$ cat src/rtl/clk_div_bank.sv
// clk_div_bank: bank of independent 50%-duty clock dividers; define CLK_DIV_BANK_SYNC_EN to add the sync phase-restart port.
module clk_div_bank #(
  parameter int N_CH  = 4,
  parameter int WIDTH = 24
) (
  input  logic                    clk,
  input  logic                    rst,
`ifdef CLK_DIV_BANK_SYNC_EN
  input  logic                    sync,
`endif
  input  logic [N_CH-1:0]         en,
  input  logic [N_CH*WIDTH-1:0]   value,
  output logic [N_CH-1:0]         sig,
  output logic [N_CH-1:0]         wrap
);
  logic restart;
`ifdef CLK_DIV_BANK_SYNC_EN
  assign restart = sync;
`else
  assign restart = 1'b0;
`endif
  for (genvar g = 0; g < N_CH; g++) begin : g_ch
    logic [WIDTH-1:0] cnt, shd, v;
    logic             s, w, hit;
    assign v   = value[g*WIDTH +: WIDTH];
    assign hit = cnt == shd;
    // shd is reloaded only while idle/restarted or at a wrap, so mid-period value changes wait
    always_ff @(posedge clk) begin
      if (rst) begin
        cnt <= '0;
        shd <= '0;
        s   <= 1'b0;
        w   <= 1'b0;
      end else if (!en[g] || restart) begin
        cnt <= '0;
        shd <= v;
        s   <= 1'b0;
        w   <= 1'b0;
      end else begin
        cnt <= hit ? '0 : cnt + WIDTH'(1);
        shd <= hit ? v : shd;
        s   <= s ^ hit;
        w   <= hit;
      end
    end
    assign sig[g]  = s;
    assign wrap[g] = w;
  end
endmodule

$ cat config.mk
export PLATFORM = sky130hd
export DESIGN_NAME = clk_div_bank
export DESIGN_NICKNAME = d
export VERILOG_FILES = /design/src/rtl/clk_div_bank.sv
export SDC_FILE = /design/constraint.sdc
export NUM_CORES = 1
export LEC_CHECK = 0
export ABC_AREA = 1
export BUFFER_PORTS_ARGS = -buffer_cell sky130_fd_sc_hd__buf_2
export CELL_PAD_IN_SITES_DETAIL_PLACEMENT = 0
export CELL_PAD_IN_SITES_GLOBAL_PLACEMENT = 2
export CORE_MARGIN = 1.5
export CORE_UTILIZATION = 32
export DETAILED_ROUTE_END_ITERATION = 8
export PLACE_DENSITY = 0.82
export SLEW_MARGIN = 20
export SYNTH_ARGS = -nofsm -noshare
export SYNTH_HDL_FRONTEND = slang
export SYNTH_SLANG_ARGS = --single-unit
export TNS_END_PERCENT = 5
$ cat constraint.sdc
create_clock -name clk -period 2.2 [get_ports clk]
set_input_delay 0.33 -clock clk [delete_from_list [all_inputs] [get_ports clk]]
set_output_delay 0.33 -clock clk [all_outputs]
set_load 0.05 [all_outputs]
==> summary.md <==
| Metric | Value |
|---|---|
| Clk_skew | `0.00896 ns` |
| Clk Latency, worst-skew pair | `0.44 ns` |
| Final non-filler cell total | `about 2300` |
| Post-detailed-route DRC marker count | `0` |
| Fmax | `slightly above 0.5 GHz` |
| Power density cells | `652 nW/um^2` |
| Tmin final | `slightly below 2 ns` |
| Grt met3 use | `3.23%` |
| Ant. Diodes | `0` |
| Final wirelength | `27.9 mm` |
| Cts repair resizes | `0` |
| Initial antenna violation count | `0` |
| Cell Chain, Critical Path | `ha_1 -> nand2_1 -> nor2_1 -> nand3_1 -> nor2_1 -> nand2_1 -> o21ai_0 -> inv_1 -> nor2_1` |
| Mean area per synthesized cell | `~6.1 um^2` |
| Fin util | `37.8%` |
| Final Cycle Share | `~89%` |
| Cell variety after synth | `29` |
| Pre-CTS setup slack | `~0.25 ns` |
| Largest cells by area after synthesis | `dfxtp_1 (37%), nand2_1 (20%), nor2_1 (9.0%)` |
| Most common library cells after synthesis | `nand2_1 (562), nor2_1 (258), inv_1 (250), dfxtp_1 (200), nand3_1 (145)` |
| # clock sinks | `200` |
| Die W | `around 190 um` |
| Slew headroom | `around three fifths` |
| Setup violators final | `0` |
| Area delta synth->final | `15.1%` |
| CTS Buf Count | `17` |
| H-Tree Depth | `4` |
| Setup crit start kind | `flip-flop` |
| I/O pins | `110` |
| Static Leak | `roughly 5.7 nW` |
| FFs w/ async S/R, synth | `0%` |
| GRT overflow | `0` |
| Starting Density | `about a third` |
| Vias in the first global route | `between 9000 and 10000` |
| DP Cell Count | `between 2000 and 2500` |
| Largest net degree at the start of global routing | `49` |
| Top cell type's share of synthesized area | `37.2%` |
| PortBufs | `between 100 and 150` |
| Routed WL per cell | `approximately 12 um` |
| Detail Route Antenna Nets | `0` |
| Setup bufs post-CTS | `0` |
| All-layer global routing usage | `16.6%` |
| Most common cell in the netlist | `nand2_1` |
| Mapped Cells | `1753` |
| CP dominant cell by count | `nor2_1` |
| Share of layout cells above drive strength 1 | `between 10 and 15%` |
| Max IR drop VDD | `between 0.5 and 0.6 mV` |
| Final hold vios | `0` |
| GRT busiest layer | `met2` |
| GRT met1 Usage | `about 22%` |
| Post-Syn Nets | `1859` |
| DP HPWL | `20.6 mm` |
| RSZ-0062 raised after global routing | `no` |
| CP delay by family, top | `simple AND/OR/NAND/NOR gates` |
| CTS tree | `done` |
| First-pass DRT Iterations | `5` |
| CP Buf/Inv Count | `1` |
| Synthesized cell area | `10800 um^2` |
| Worst setup margin | `~0.24 ns` |
| Clock-pin slew on the worst setup and hold paths | `~0.070 ns` |
| Least-Margin Pin Slew | `roughly 0.6 ns` |
| Clk buf depth | `2` |
| Row count | `66` |
| Hold_buf cts | `0` |
| First-pass GRT wire length | `45.9 mm` |
| Vias per cell | `4.41` |
| Total negative setup slack | `0 ns` |
| Layout Nets | `~2000` |
| Critical path data required time | `around 2.6 ns` |
| Crit Path Max Fanout | `7` |
| Arr. time, crit path | `between 2 and 2.5 ns` |
| Vias | `between 10000 and 15000` |
| Iter 0 DRT Violations | `~440` |
| DIE AREA | `34700 um^2` |
| WS Path Type | `reg2reg` |
| Setup crit end kind | `flip-flop` |
| Hold WC Path Type | `in2reg` |
| Status | `complete, no violations` |
| CP max stage delay | `approximately 0.46 ns` |
| Die Height | `about 190 um` |
| CTS root buf | `clkbuf_16` |
| Core area | `approximately 33000 um^2` |
| Pins over their slew limit | `0` |
| Met2 usage | `27.6%` |
| Leading area contributor after synthesis | `dfxtp_1` |
| Seq cells post-synth | `200` |
| Post-synth EDFFs | `0` |
| Prevailing post-synth register cell | `dfxtp_1` |
| Post-synthesis sequential area ratio | `between 30% and 40%` |
| Max Cap Viol | `0` |
| Yosys warns | `0` |
| Placer Congestion | `between 0.8 and 0.9` |
| CP max stage cell | `dfxtp_1` |
[registers in the layout, summed over array words and instances, names as in the netlist]
| register | flops |
|---|---|
| g_ch.s | 4 |
| g_ch.shd | 96 |
| g_ch.w | 4 |
| g_ch.cnt | 96 |
[final timing paths]
kind / from / to / slack, ns / cells past startpoint
min: value[35] / g_ch[1].shd[11] / 0.1 / 3
min reg2reg: g_ch[1].s / g_ch[1].s / 0.47 / 1
max reg2reg: g_ch[3].cnt[0] / g_ch[3].cnt[18] / 0.24 / 9
max: g_ch[3].cnt[0] / g_ch[3].cnt[18] / 0.24 / 9
[layout by cell type, fill, tap and decap left out, drive strengths merged]
cell      synthesis  layout
ha                4       4
nand4            24      24
a31oi             2       2
nor2            262     262
buf              50     140
o21ai            10      10
o211ai            1       1
clkbuf           21      19
clkinvlp          0       5
clkinv            0       5
a21oi           106     106
nor3b             1       1
nor3             36      36
bufinv            0       4
nand3           146     146
xnor2            10      10
dfxtp           200     200
or2               2       2
nand2           563     563
inv             260     259
nand3b            1       1
o31ai             2       2
xor2             51      51
and3              1       1
[where the power goes]
part           total (mW)  switching (mW)  leakage [nW]  internal, mW
registers            3.84          0.0823          1.64          3.76
logic               0.827           0.490          3.82         0.337
clock network        3.40            1.47         0.291          1.93
total                8.07            2.05          5.75          6.02
[cell type report]
cell class,instances,area [um^2]
timing repair buffer,140,791
multi-input combinational,1222,5430
clock inverter,13,178
fill,3710,20400
tap,442,553
sequential,200,4000
inverter,260,977
clock buffer,19,443
[per-stage QoR]
stage | total power [mW] | hold WS [ns] | area (um^2)
floorplan | 4.49 | 0.441 | 10800
global placement | 4.76 | 0.460 | 11800
detailed placement | 4.76 | 0.465 | 11800
CTS | 8.20 | 0.0829 | 12400
global route | 8.49 | 0.0959 | 12400
finish | 8.07 | 0.0985 | 12400
[metal layers]
metal,routed length (um),share of wire [%]
met5,0,0
met1,14200,51
met2,12600,45
met4,238,0.85
met3,859,3.1
[worst min-delay path: stages]
cell     delay (ns)
buf_2          0.07
a21oi_1        0.03
nor2_1         0.08
[kinds of logic after synthesis]
family | Yosys count | share of synthesized area [%]
adder cells (fa/ha/maj) | 4 | 0.466
buffers and inverters | 331 | 12.4
flip-flops | 200 | 37.2
AO/OA/AOI/OAI | 121 | 5.73
XOR/XNOR | 61 | 4.97
AND/OR/NAND/NOR | 1036 | 39.2
Power figures use the tool's default switching activity.
